**src/rtl/video_arith_pkg.sv**
```systemverilog
// Shared types and constants for the video arithmetic arbiter.
// The arbitration policy is selected by the VIDEO_ARITH_RR_EN macro.
package video_arith_pkg;

   typedef enum logic {OP_MUL, OP_DIV} arith_op_t;

   typedef enum logic [1:0] {IDLE, ISSUE, WAIT, DONE} arith_state_t;

   localparam int ARITH_W_OP  = 12;
   localparam int ARITH_W_RES = 24;
   localparam logic [ARITH_W_RES-1:0] DIV0_RESULT = 24'hFFFFFF;

endpackage

```
**src/rtl/sys_udiv.sv**
```systemverilog
// Restoring unsigned divider: one quotient bit per cycle, run high for AW
// cycles after start; the quotient holds until the next start.
module sys_udiv #(
   parameter int AW = 24,
   parameter int BW = 12
) (
   input  logic          clk_i,
   input  logic          start_i,
   input  logic [AW-1:0] a_i,
   input  logic [BW-1:0] b_i,
   output logic          run_o,
   output logic [AW-1:0] q_o
);

   localparam int CW = $clog2(AW + 1);

   logic [BW-1:0] rem_q;
   logic [AW-1:0] quo_q;
   logic [BW-1:0] dvs_q;
   logic [CW-1:0] cnt_q;
   logic          run_q;
   logic [BW:0]   trial;
   logic [BW:0]   diff;
   logic          fits;

   assign trial = {rem_q, quo_q[AW-1]};
   assign fits  = (trial >= {1'b0, dvs_q});
   assign diff  = trial - {1'b0, dvs_q};

   // The remainder stays below the divisor, so it always fits in BW bits.
   always_ff @(posedge clk_i) begin
      if (start_i) begin
         rem_q <= '0;
         quo_q <= a_i;
         dvs_q <= b_i;
         cnt_q <= CW'(AW);
         run_q <= 1'b1;
      end else if (run_q) begin
         rem_q <= fits ? diff[BW-1:0] : trial[BW-1:0];
         quo_q <= {quo_q[AW-2:0], fits};
         cnt_q <= cnt_q - CW'(1);
         if (cnt_q == CW'(1)) begin
            run_q <= 1'b0;
         end
      end
   end

   assign run_o = run_q;
   assign q_o   = quo_q;

endmodule

```
**src/rtl/sys_umul.sv**
```systemverilog
// Serial shift-add unsigned multiplier: start latches the operands, run stays
// high for BW cycles, and the product holds until the next start.
module sys_umul #(
   parameter int AW = 12,
   parameter int BW = 12
) (
   input  logic             clk_i,
   input  logic             start_i,
   input  logic [AW-1:0]    a_i,
   input  logic [BW-1:0]    b_i,
   output logic             run_o,
   output logic [AW+BW-1:0] p_o
);

   localparam int PW = AW + BW;
   localparam int CW = $clog2(BW + 1);

   logic [PW-1:0] acc_q;
   logic [PW-1:0] mcand_q;
   logic [BW-1:0] mplier_q;
   logic [CW-1:0] cnt_q;
   logic          run_q;

   // No reset: a busy engine finishes its count on its own, and the arbiter
   // waits for run to fall before issuing new work.
   always_ff @(posedge clk_i) begin
      if (start_i) begin
         acc_q    <= '0;
         mcand_q  <= PW'(a_i);
         mplier_q <= b_i;
         cnt_q    <= CW'(BW);
         run_q    <= 1'b1;
      end else if (run_q) begin
         if (mplier_q[0]) begin
            acc_q <= acc_q + mcand_q;
         end
         mcand_q  <= mcand_q << 1;
         mplier_q <= mplier_q >> 1;
         cnt_q    <= cnt_q - CW'(1);
         if (cnt_q == CW'(1)) begin
            run_q <= 1'b0;
         end
      end
   end

   assign run_o = run_q;
   assign p_o   = acc_q;

endmodule

```
**src/rtl/video_arith_pick.sv**
```systemverilog
// Grant picker for the arithmetic arbiter. With VIDEO_ARITH_RR_EN defined it
// is round-robin with a pointer register; otherwise lowest index wins.
module video_arith_pick
   import video_arith_pkg::*;
#(
   parameter int NREQ = 2
) (
`ifdef VIDEO_ARITH_RR_EN
   input  logic            clk_i,
   input  logic            reset_i,
   input  logic            advance_i,
`endif
   input  logic [NREQ-1:0] valid_i,
   output logic [NREQ-1:0] grant_o
);

`ifdef VIDEO_ARITH_RR_EN
   localparam int IW = $clog2(NREQ);

   logic [IW-1:0] ptr_q;
   logic [IW-1:0] ptr_d;
   logic          found;
   int            idx;

   // ptr_q holds the index the search starts from: one past the last winner.
   always_comb begin
      grant_o = '0;
      ptr_d   = ptr_q;
      found   = 1'b0;
      idx     = 0;
      for (int k = 0; k < NREQ; k++) begin
         idx = (int'(ptr_q) + k) % NREQ;
         if (!found && valid_i[idx]) begin
            found        = 1'b1;
            grant_o[idx] = 1'b1;
            if (advance_i) begin
               ptr_d = IW'((idx + 1) % NREQ);
            end
         end
      end
   end

   always_ff @(posedge clk_i) begin
      if (reset_i) begin
         ptr_q <= '0;
      end else begin
         ptr_q <= ptr_d;
      end
   end
`else
   logic found;

   always_comb begin
      grant_o = '0;
      found   = 1'b0;
      for (int k = 0; k < NREQ; k++) begin
         if (!found && valid_i[k]) begin
            found      = 1'b1;
            grant_o[k] = 1'b1;
         end
      end
   end
`endif

endmodule

```
**src/rtl/video_arith_arb.sv**
```systemverilog
// Shared multiply/divide arbiter for the video scaling path: one job in
// flight at a time. Arbitration policy selected by VIDEO_ARITH_RR_EN.
module video_arith_arb
   import video_arith_pkg::*;
#(
   parameter int NREQ = 2,
   parameter int DW   = 24
) (
   input  logic                       CLK_VIDEO,
   input  logic                       RESET,
   input  logic [NREQ-1:0]            req_valid,
   input  logic [NREQ-1:0]            req_op,
   input  logic [NREQ*DW-1:0]         req_a,
   input  logic [NREQ*ARITH_W_OP-1:0] req_b,
   output logic [NREQ-1:0]            req_ready,
   output logic [NREQ-1:0]            rsp_valid,
   output logic [DW-1:0]              rsp_data,
   output logic                       busy
);

   arith_state_t           state_q;
   arith_op_t              opSel_q;
   logic [ARITH_W_RES-1:0] opA_q;
   logic [ARITH_W_OP-1:0]  opB_q;
   logic [NREQ-1:0]        grantOh_q;
   logic                   mulStart_q;
   logic                   divStart_q;
   logic [NREQ-1:0]        rspValid_q;
   logic [DW-1:0]          rspData_q;

   logic                   mulRun;
   logic                   divRun;
   logic [ARITH_W_RES-1:0] mulProd;
   logic [ARITH_W_RES-1:0] divQuo;
   logic [NREQ-1:0]        pickOh;
   logic                   canGrant;
   arith_op_t              selOp;
   logic [ARITH_W_RES-1:0] selA;
   logic [ARITH_W_OP-1:0]  selB;
   logic                   engineDone;
   logic [DW-1:0]          engineResult;

   // A still-running engine (e.g. left over from a reset) blocks new grants.
   assign canGrant  = (state_q == IDLE) && !RESET && !mulRun && !divRun && (|req_valid);
   assign req_ready = canGrant ? pickOh : '0;

`ifdef VIDEO_ARITH_RR_EN
   video_arith_pick #(.NREQ(NREQ)) u_pick (
      .clk_i     (CLK_VIDEO),
      .reset_i   (RESET),
      .advance_i (canGrant),
      .valid_i   (req_valid),
      .grant_o   (pickOh)
   );
`else
   video_arith_pick #(.NREQ(NREQ)) u_pick (
      .valid_i (req_valid),
      .grant_o (pickOh)
   );
`endif

   always_comb begin
      selOp = OP_MUL;
      selA  = '0;
      selB  = '0;
      for (int i = 0; i < NREQ; i++) begin
         if (pickOh[i]) begin
            selOp = arith_op_t'(req_op[i]);
            selA  = req_a[i*DW +: ARITH_W_RES];
            selB  = req_b[i*ARITH_W_OP +: ARITH_W_OP];
         end
      end
   end

   assign engineDone   = (opSel_q == OP_MUL) ? (!mulStart_q && !mulRun)
                                             : (!divStart_q && !divRun);
   assign engineResult = (opSel_q == OP_MUL) ? DW'(mulProd) : DW'(divQuo);

   // Start pulses are set on the edge into ISSUE so they are high exactly
   // for the ISSUE cycle; divide-by-zero skips the engines entirely.
   always_ff @(posedge CLK_VIDEO) begin
      if (RESET) begin
         state_q    <= IDLE;
         opSel_q    <= OP_MUL;
         opA_q      <= '0;
         opB_q      <= '0;
         grantOh_q  <= '0;
         mulStart_q <= 1'b0;
         divStart_q <= 1'b0;
         rspValid_q <= '0;
         rspData_q  <= '0;
      end else begin
         case (state_q)
            IDLE: begin
               if (canGrant) begin
                  grantOh_q <= pickOh;
                  opSel_q   <= selOp;
                  opA_q     <= selA;
                  opB_q     <= selB;
                  if (selOp == OP_DIV && selB == '0) begin
                     rspValid_q <= pickOh;
                     rspData_q  <= DW'(DIV0_RESULT);
                     state_q    <= DONE;
                  end else begin
                     mulStart_q <= (selOp == OP_MUL);
                     divStart_q <= (selOp == OP_DIV);
                     state_q    <= ISSUE;
                  end
               end
            end
            ISSUE: begin
               mulStart_q <= 1'b0;
               divStart_q <= 1'b0;
               state_q    <= WAIT;
            end
            WAIT: begin
               if (engineDone) begin
                  rspValid_q <= grantOh_q;
                  rspData_q  <= engineResult;
                  state_q    <= DONE;
               end
            end
            DONE: begin
               rspValid_q <= '0;
               state_q    <= IDLE;
            end
            default: state_q <= IDLE;
         endcase
      end
   end

   sys_umul #(.AW(ARITH_W_OP), .BW(ARITH_W_OP)) u_mul (
      .clk_i   (CLK_VIDEO),
      .start_i (mulStart_q),
      .a_i     (opA_q[ARITH_W_OP-1:0]),
      .b_i     (opB_q),
      .run_o   (mulRun),
      .p_o     (mulProd)
   );

   sys_udiv #(.AW(ARITH_W_RES), .BW(ARITH_W_OP)) u_div (
      .clk_i   (CLK_VIDEO),
      .start_i (divStart_q),
      .a_i     (opA_q),
      .b_i     (opB_q),
      .run_o   (divRun),
      .q_o     (divQuo)
   );

   assign rsp_valid = rspValid_q;
   assign rsp_data  = rspData_q;
   assign busy      = (state_q != IDLE);

endmodule
```
**config.mk**
```make
export PLATFORM = sky130hd
export DESIGN_NAME = video_arith_arb
export DESIGN_NICKNAME = d
export VERILOG_FILES = /design/src/rtl/video_arith_pkg.sv /design/src/rtl/sys_udiv.sv /design/src/rtl/sys_umul.sv /design/src/rtl/video_arith_pick.sv /design/src/rtl/video_arith_arb.sv
export SDC_FILE = /design/constraint.sdc
export NUM_CORES = 1
export LEC_CHECK = 0
export ABC_AREA = 1
export CORE_UTILIZATION = 57
export DETAILED_ROUTE_END_ITERATION = 12
export HOLD_SLACK_MARGIN = 0.08
export MAX_ROUTING_LAYER = met4
export PLACE_DENSITY = 0.86
export SLEW_MARGIN = 15
export SYNTH_ARGS = -nofsm -noshare
export SYNTH_HDL_FRONTEND = slang
export SYNTH_SLANG_ARGS = --single-unit
```
**constraint.sdc**
```tcl
create_clock -name CLK_VIDEO -period 2.6 [get_ports CLK_VIDEO]
set_input_delay 0.52 -clock CLK_VIDEO [delete_from_list [all_inputs] [get_ports CLK_VIDEO]]
set_output_delay 0.52 -clock CLK_VIDEO [all_outputs]
set_load 0.05 [all_outputs]
```
==> results of run 1 <==
[metrics by stage]
step / instances / setup TNS, ns / util (%) / instance area, µm²
floorplan: 1447 / 0 / - / 10200
detailed placement: 1747 / -3.45 / 66.3 / 11500
global placement: 1747 / -0.931 / 66.3 / 11500
CTS: 1785 / 0 / 70.3 / 12300
finish: 1786 / 0 / 70.5 / 12300
global route: 1786 / 0 / 70.5 / 12300
[power groups by stage]
| stage | clock, mW | sequential, mW | combinational, mW |
|---|---|---|---|
| floorplan | 0 | 5.43 | 6.01 |
| global placement | 0 | 5.21 | 8.32 |
| detailed placement | 0 | 5.24 | 8.53 |
| CTS | 2.73 | 5.22 | 8.65 |
| global route | 2.86 | 5.38 | 9.91 |
| finish | 2.73 | 5.26 | 8.81 |
[logic make-up after synthesis]
logic type,share of synthesized area (%)
AOI/OAI and AO/OA,10.2
xor gates and xnor gates,1.46
adders and majority gates,5.78
buffers and inverters,8.59
DFF,42.7
and+or+nand+nor,31.3
[worst max-delay path, stage by stage (launching register included)]
cell and delay [ns]:
dfxtp_2 0.34, inv_2 0.09, ha_4 0.13, inv_1 0.05
nor3_2 0.19, o211ai_1 0.21, buf_4 0.21, nor2_4 0.17
buf_12 0.17
[sequential cells by signal (all words and copies together) (netlist names), 4 cells and up]
name and count:
opA_q 24, u_mul.cnt_q 4, u_mul.mcand_q 24, rsp_data 24, u_div.rem_q 12, u_mul.mplier_q 12
u_div.cnt_q 5, u_mul.p_o 24, u_div.dvs_q 12, opB_q 12, u_div.q_o 24
[timing repair]
action / 4_1_cts / 5_1_grt
endpoints found under the hold margin: 0 / 0
buffers inserted: 4 / 1
pin swaps: 2 / 3
gates resized for setup: 7 / 10
cloned: 2 / 0
endpoints found under the setup margin: 3 / 3
[layout by cell type, fill, tap and decap left out, drive strengths merged, types with 21 or more instances in the layout]
master / instances
nand2: 489
nor2: 181
inv: 167
dfxtp: 128
clkdlybuf4s50: 103
nand3: 84
o21ai: 83
a21oi: 62
edfxtp: 60
ha: 44
buf: 34
a31oi: 25
clkbuf: 21
[layer usage]
| layer | up-vias | wire length [µm] | GRT usage [%] |
|---|---|---|---|
| met5 | - | 0 | - |
| met2 | 433 | 12500 | 48.2 |
| met3 | 57 | 2110 | 5.70 |
| met4 | 0 | 616 | 10.3 |
| li1 | 4823 | - | - |
| met1 | 4450 | 11800 | 41.5 |
[area by class of cell]
cell class | count | area, µm² | area share (%)
clock buffer | 20 | 500 | 4.08
clock inverter | 12 | 121 | 0.989
inverter | 163 | 614 | 5.00
multi-input combinational | 1039 | 5010 | 40.9
sequential | 188 | 4370 | 35.6
tap | 225 | 282 | 2.29
timing repair buffer | 139 | 1370 | 11.2
[how the worst max path moves through the flow]
stage	slack (ns)	cells after the start	to
detailed placement	-0.27	5	req_ready[1]
floorplan	0.13	8	req_ready[1]
CTS	0.01	8	req_ready[0]
finish	0.08	8	req_ready[1]
global route	0.007	8	req_ready[1]
global placement	-0.27	5	req_ready[1]
==> impl_metrics.ini, run 1 <==
[detailed_routing]
drcViolationCount = 0
wl_per_cell_um = 15.1
drt_iter0_markers = 933
viasPerCell = 5.47
dr_total_vias = 9763
routed_wl_mm = 27.0
firstDrtPassIters = 6
ant_nets = 0

[critical_path]
critPathKind = flop to primary output
ff2ff_setup_slack_ns = 0.38
r2r-start = u_div.dvs_q[6]$_DFFE_PP_
worst_setup_path_start_kind = flop
worstPathRequired_ns = 2.08
cp.arrival_ns = 2.00
worstPathMaxFanout = 4
reg2reg_to = u_div.q_o[0]$_DFFE_PN_
worstSetupStartpoint = state_q[1]$_SDFFE_PP0P_
reg2regPathDepth = 9
cp-end-kind = primary output

[power_and_ir_drop]
p_comb_share_pct = 52.4
clock_power_share_pct = 16.3
p_sw_mw = 7.70
swShare_pct = 45.8
cellLeakagePower_nw = 5.63
ir_drop_v = 0.000852
power_mw = 16.8
pwr-share-seq_pct = 31.3
p_int_mw = 9.10
powerDensity_nw_per_um2 = 1370

[sta]
finalCritPeriodShare_pct = 97.0
slew_headroom_pct = 25.9
hold_viol = 0
timing.hold.ws_ns = 0.431
skew_ns = 0.00699
max_freq_mhz = 397
finalSetupViolCount = 0
rsz0062_at_grt = false
post-route-min-period_ns = 2.52
maxSlewViolCount = 0
worst_pin_slew_ns = 1.11
setup_slack_ns = 0.0786

[min_path]
hold_path_class = flop to flop
hold_path_startpoint = opB_q[5]$_SDFFE_PP0P_
whs_endpoint = u_div.dvs_q[5]$_DFFE_PP_
hold_path_depth = 0

[synth]
synth_cell_types = 39
ys_ff_latch = 188
synth_top_area_share_pct = 25.1
synth_edf_count = 60
syn_nets = 1571
synth_most_common_cell = nand2_1
synth_area_leaders = dfxtp_1 (25%), edfxtp_1 (18%), nand2_1 (17%)
synth-main-ff-cell = dfxtp_1
yosysSeqAreaShare_pct = 42.7
synth_top_cell_by_area = dfxtp_1
yosys_warnings = 0
synthArstFlopShare_pct = 0
yosys-top-cells-count = nand2_1 (476), nor2_1 (176), inv_1 (159), dfxtp_1 (128), o21ai_0 (83)
synthesis.instances = 1447
syn_avg_cell_area_um2 = 7.07
syn-cell-area_um2 = 10200

[clock_network]
cts.clk_slew.worst_paths_ns = 0.07
cts_buffer_depth = 2
cts-root-buf = clkbuf_16
clkSinkCount = 188
cts_hold_buf = 0
worstSkewPairLatency_ns = 0.44
cts_tree = built
numCtsBuffers = 17
cts.htree.levels = 4

[global_route]
antenna_found_initial = 0
grt_first_pass_wirelength_mm = 43.9
grt.overflow.total = 0
grt_max_degree = 55
grt_usage_pct = 31.3
grt_pass1_vias = 9023

[die]
ios = 107
die_w_um = 136
core_region_area_um2 = 17400
die_area_um2 = 18500
initial_core_util_pct = 58.7
rows = 48
die_h_um = 136

[run_status]
status = finished clean

[placement]
portBuffers = 106
pre_cts_slack_ns = -0.268
gp_congestion = 0.955
dp_hpwl_mm = 18.5

[finish]
nets = 1672
nFillCells = 1385
diodes = 0
drive_gt1_share_pct = 6.34
syn2layout_area_growth_pct = 20.1

[job]
drv_cap = 0
No activity file was read; power rests on OpenSTA's default activity.
==> run 2, diff against run 1 <==
ABC_AREA = default   (was 1)
PLACE_DENSITY = 0.87   (was 0.86)
==> impl_metrics.ini, run 2 <==
[synth]
synth-main-ff-cell = dfxtp_1
synth_top_cell_by_area = dfxtp_1
synth_top_area_share_pct = 27.0
yosys_warnings = 0
synth_cell_types = 68
synth_edf_count = 60
synthArstFlopShare_pct = 0
yosys-top-cells-count = dfxtp_1 (128), nor2_1 (92), mux2_2 (69), edfxtp_1 (60), nand2_1 (60)
syn_nets = 1049
syn_avg_cell_area_um2 = 10.3
synth_most_common_cell = dfxtp_1
synthesis.instances = 925
yosysSeqAreaShare_pct = 45.9
syn-cell-area_um2 = 9500
ys_ff_latch = 188
synth_area_leaders = dfxtp_1 (27%), edfxtp_1 (19%), mux2_2 (8.2%)

[detailed_routing]
routed_wl_mm = 26.5
viasPerCell = 6.26
firstDrtPassIters = 5
wl_per_cell_um = 20.4
drt_iter0_markers = 962
dr_total_vias = 8147
drcViolationCount = 0
ant_nets = 0

[power_and_ir_drop]
cellLeakagePower_nw = 4.68
power_mw = 15.8
clock_power_share_pct = 16.8
p_comb_share_pct = 50.3
p_int_mw = 9.44
swShare_pct = 40.2
pwr-share-seq_pct = 32.9
powerDensity_nw_per_um2 = 1310
ir_drop_v = 0.000753
p_sw_mw = 6.34

[placement]
gp_congestion = 0.902
portBuffers = 106
dp_hpwl_mm = 16.2
place_area_um2 = 11100
place_inst = 1256
pre_cts_slack_ns = -0.267

[critical_path]
cp_cell_sequence = ha_2 > fa_2 > a21oi_4 > o21ai_2 > a211oi_2 > o31a_1 > o21ai_2 > a221oi_2 > xor2_1 > o31ai_1
cp.arrival_ns = 3.07
worst_setup_path_start_kind = flop
cp_top_family = compound AO/OA/AOI/OAI gates
worstPathMaxFanout = 3
cp-end-kind = flop
max_stage_delay_ns = 0.41
critical_path_buf_inv_count = 0
cp_common_cell = o21ai_2
worstPathRequired_ns = 2.95
slowest_stage = edfxtp_1
critPathKind = flop to flop

[clock_network]
clkSinkCount = 188
cts.clk_slew.worst_paths_ns = 0.07
numCtsBuffers = 17
cts.htree.levels = 4
cts_hold_buf = 0
cts_buffer_depth = 2
cts-root-buf = clkbuf_16
cts_tree = built
worstSkewPairLatency_ns = 0.44

[finish]
multiInputGateArea_um2 = 4990
regArea_um2 = 4370
nets = 1196
syn2layout_area_growth_pct = 26.7
final_common_cell = dfxtp_1
fin_util_pct = 75.0
final_cell_mix = dfxtp_1 (125), clkdlybuf4s50_1 (101), nor2_1 (91), buf_4 (75), mux2_2 (69)
drive_gt1_share_pct = 25.6
fin_cells = 1301
diodes = 0
nFillCells = 941
fin_area_um2 = 12000

[sta]
skew_ns = 0.0116
slew_headroom_pct = 37.8
setup_slack_ns = -0.126
worst_pin_slew_ns = 0.933
finalSetupViolCount = 2
hold_viol = 0
maxSlewViolCount = 0
finalCritPeriodShare_pct = 105
timing.hold.ws_ns = 0.442
post-route-min-period_ns = 2.73
max_freq_mhz = 367
fin_tns_setup_ns = -0.161
rsz0062_at_grt = true

[die]
die_h_um = 131
rows = 46
core_region_area_um2 = 16100
ios = 107
initial_core_util_pct = 59.1
die_area_um2 = 17200
die_w_um = 131

[job]
drv_cap = 0

[min_path]
hold_path_class = primary input to flop

[run_status]
violations = negative setup slack
status = finished, violations left

[global_route]
grt_usage_pct = 30.6
grt.overflow.total = 0
antenna_found_initial = 0
grt_max_degree = 70
grt_first_pass_wirelength_mm = 38.9
grt_pass1_vias = 7679
run 2: power groups by stage:
stage          logic [mW]  clock network (mW)  registers, mW
4_1_cts              6.97                2.64           5.10
5_1_grt              8.53                2.76           5.29
3_3_place_gp         6.47                   0           5.08
6_report             7.94                2.65           5.20
2_1_floorplan        4.88                   0           5.05
3_5_place_dp         6.74                   0           5.13
run 2: per-layer routing:
metal,vias to the layer above,global-route usage (%),part of all wire [%]
met1,3934,38.3,40
met4,0,11.0,3.2
met2,447,50.2,50
li1,3683,-,-
met3,83,4.83,7.3
met5,-,-,0
run 2: final cells by class:
cell class	instances	area share (%)
clock buffer	21	3.74
clock inverter	11	1.11
inverter	32	1.06
multi-input combinational	648	41.5
sequential	188	36.3
tap	216	2.25
timing repair buffer	185	14.1
run 2: final timing paths:
kind,from,slack [ns],depth (start not counted),endpoint
worst max-delay path,u_mul.mcand_q[0]$_SDFFCE_PN0N_,-0.13,10,u_mul.p_o[22]$_SDFFE_PP0P_
worst min register to register,opB_q[11]$_SDFFE_PP0P_,0.46,0,u_div.dvs_q[11]$_DFFE_PP_
worst max register to register,u_mul.mcand_q[0]$_SDFFCE_PN0N_,-0.13,10,u_mul.p_o[22]$_SDFFE_PP0P_
worst min-delay path,RESET,0.44,4,grantOh_q[0]$_SDFFE_PP0P_
run 2: cell families after synthesis:
| group | Yosys count | share of synthesized area (%) |
|---|---|---|
| AO/OA/AOI/OAI | 210 | 16.6 |
| XOR/XNOR | 34 | 3.14 |
| adder cells (fa/ha/maj) | 46 | 6.22 |
| buffers and inverters | 89 | 4.00 |
| flip-flops | 188 | 45.9 |
| multiplexers | 92 | 10.6 |
| AND/OR/NAND/NOR | 266 | 13.5 |
run 2: worst register-to-register path, cell delays in order, from the launching register on:
cell	delay, ns
edfxtp_1	0.41
ha_2	0.22
fa_2	0.39
a21oi_4	0.20
o21ai_2	0.09
a211oi_2	0.35
o31a_1	0.24
o21ai_2	0.10
a221oi_2	0.31
xor2_1	0.10
o31ai_1	0.24
run 2: repair_timing:
action | CTS | global route
buffers inserted | 1 | 13
gates cloned | 0 | 0
pin swaps | 0 | 25
endpoints found under the setup margin | 5 | 22
resized for setup | 7 | 47
==> run 3, diff against run 2 <==
CORE_UTILIZATION = 55   (was 57)
MAX_ROUTING_LAYER = default   (was met4)
PLACE_DENSITY = 0.84   (was 0.87)
==> impl_metrics.ini, run 3 (synthesized netlist as in run 2, its figures left out) <==
[finish]
final_common_cell = dfxtp_1
nets = 1204
nFillCells = 1123
syn2layout_area_growth_pct = 27.4
drive_gt1_share_pct = 25.9
diodes = 0
final_cell_mix = dfxtp_1 (126), clkdlybuf4s50_1 (101), nor2_1 (92), buf_4 (82), mux2_2 (69)

[power_and_ir_drop]
power_mw = 15.4
clock_power_share_pct = 16.9
p_int_mw = 9.35
p_sw_mw = 6.07
p_comb_share_pct = 49.5
pwr-share-seq_pct = 33.6
swShare_pct = 39.4
powerDensity_nw_per_um2 = 1270
cellLeakagePower_nw = 4.73
ir_drop_v = 0.000719

[clock_network]
worstSkewPairLatency_ns = 0.43
clkSinkCount = 188
cts.htree.levels = 4
cts_hold_buf = 0
cts_buffer_depth = 2
cts.clk_slew.worst_paths_ns = 0.07
numCtsBuffers = 17
cts-root-buf = clkbuf_16
cts_tree = built

[detailed_routing]
routed_wl_mm = 24.6
viasPerCell = 6.01
drt_iter0_markers = 745
ant_nets = 0
wl_per_cell_um = 18.7
dr_total_vias = 7895
drcViolationCount = 0
firstDrtPassIters = 5

[die]
initial_core_util_pct = 56.9
die_h_um = 133
ios = 107
die_w_um = 133
core_region_area_um2 = 16700
rows = 47
die_area_um2 = 17800

[critical_path]
worstPathMaxFanout = 3
max_stage_delay_ns = 0.44
critPathKind = flop to flop
r2r-start = u_mul.mcand_q[0]$_SDFFCE_PN0N_
ff2ff_setup_slack_ns = -0.14
critical_path_buf_inv_count = 0
cp.arrival_ns = 3.08
slowest_stage = edfxtp_1
worstPathRequired_ns = 2.94
cp-end-kind = flop
reg2reg_to = u_mul.p_o[22]$_SDFFE_PP0P_
worst_setup_path_start_kind = flop
cp_common_cell = o21ai_2
cp_cell_sequence = ha_4 > fa_2 > a21oi_2 > o21ai_2 > a211oi_2 > o31a_1 > o21ai_2 > a221oi_2 > xor2_1 > o31ai_1
cp_top_family = compound AO/OA/AOI/OAI gates
reg2regPathDepth = 10

[sta]
rsz0062_at_grt = true
hold_viol = 0
max_freq_mhz = 365
skew_ns = 0.0109
setup_slack_ns = -0.143
timing.hold.ws_ns = 0.458
slew_headroom_pct = 41.5
fin_tns_setup_ns = -0.332
post-route-min-period_ns = 2.74
maxSlewViolCount = 0
worst_pin_slew_ns = 0.877
finalCritPeriodShare_pct = 105
finalSetupViolCount = 4

[placement]
gp_congestion = 0.841
dp_hpwl_mm = 16.0
portBuffers = 106

[run_status]
status = finished, violations left
violations = negative setup slack

[min_path]
hold_path_class = flop to flop
whs_endpoint = u_div.dvs_q[11]$_DFFE_PP_
hold_path_startpoint = opB_q[11]$_SDFFE_PP0P_
hold_path_depth = 0

[global_route]
grt_pass1_vias = 7774
grt_first_pass_wirelength_mm = 38.9
grt.overflow.total = 0
grt_usage_pct = 27.7
antenna_found_initial = 0
grt_max_degree = 70

[job]
drv_cap = 0
-- run 3: changes by cell type in the layout (fill, tap and decap cells not counted), moves of 2 or more --
cell,delta
a21oi_2,+2
a21oi_4,-3
a22oi_1,-2
a22oi_2,+2
buf_12,+2
buf_4,+7
clkbuf_1,-2
clkinvlp_4,+3
ha_1,+2
ha_2,-3
-- run 3: worst reg2reg max path, delay by kind of cell (launching register included) --
family	cells	cell delay, ns
xor+xnor	1	0.13
fa+ha+maj	2	0.58
flops	1	0.44
compound gates	7	1.51
-- run 3: what timing repair did --
| item | 4_1_cts | 5_1_grt |
|---|---|---|
| resized for setup | 15 | 28 |
| pin swaps | 0 | 21 |
| buffers inserted | 4 | 14 |
| gates cloned | 0 | 0 |
| endpoints found under the setup margin | 15 | 18 |
-- run 3: final cells by class --
cell class              count  area [µm²]  share of cell area [%]
multi-input cells         648        4960                    41.0
flip-flops and latches    188        4370                    36.1
repair buffers            193        1780                    14.7
clock buffers              20         468                    3.87
well taps                 220         275                    2.27
inverters                  32         128                    1.05
clock inverters            12         124                    1.02
-- run 3: how the worst max path moves through the flow --
| stage | slack (ns) | from | endpoint | cells after the start |
|---|---|---|---|---|
| 2_1_floorplan | 0.01 | state_q[0]$_SDFFE_PP0P_ | req_ready[1] | 9 |
| 3_3_place_gp | -0.28 | req_valid[0] | rsp_data[3]$_SDFFE_PP0P_ | 10 |
| 3_5_place_dp | -0.37 | req_valid[0] | rsp_data[1]$_SDFFE_PP0P_ | 10 |
| 4_1_cts | 0.03 | state_q[1]$_SDFFE_PP0P_ | req_ready[1] | 8 |
| 5_1_grt | -0.28 | u_mul.mcand_q[0]$_SDFFCE_PN0N_ | u_mul.p_o[22]$_SDFFE_PP0P_ | 10 |
| 6_report | -0.14 | u_mul.mcand_q[0]$_SDFFCE_PN0N_ | u_mul.p_o[22]$_SDFFE_PP0P_ | 10 |
-- run 3: metrics by stage --
stage / utilization [%] / cell area, µm² / worst slack [ns] / cells
finish: 72.5 / 12100 / -0.143 / 1313
global route: 72.5 / 12100 / -0.280 / 1313
CTS: 71.0 / 11900 / 0.0280 / 1299
detailed placement: 67.0 / 11200 / -0.366 / 1263
global placement: 67.0 / 11200 / -0.278 / 1263
floorplan: - / 9530 / 0.0127 / 925
-- run 3: power groups by stage --
stage / Combinational [mW] / Clock, mW / Sequential, mW
floorplan: 4.88 / 0 / 5.05
global placement: 6.50 / 0 / 5.10
detailed placement: 6.76 / 0 / 5.15
CTS: 7.06 / 2.62 / 5.11
global route: 8.30 / 2.75 / 5.29
finish: 7.64 / 2.61 / 5.17
-- run 3: per-layer routing --
metal,share of wire [%],up-vias,track usage [%]
met2,49,304,47.5
met4,2.3,0,9.47
met1,42,3837,34.8
li1,-,3704,-
met3,6.0,50,5.25
met5,0,-,0
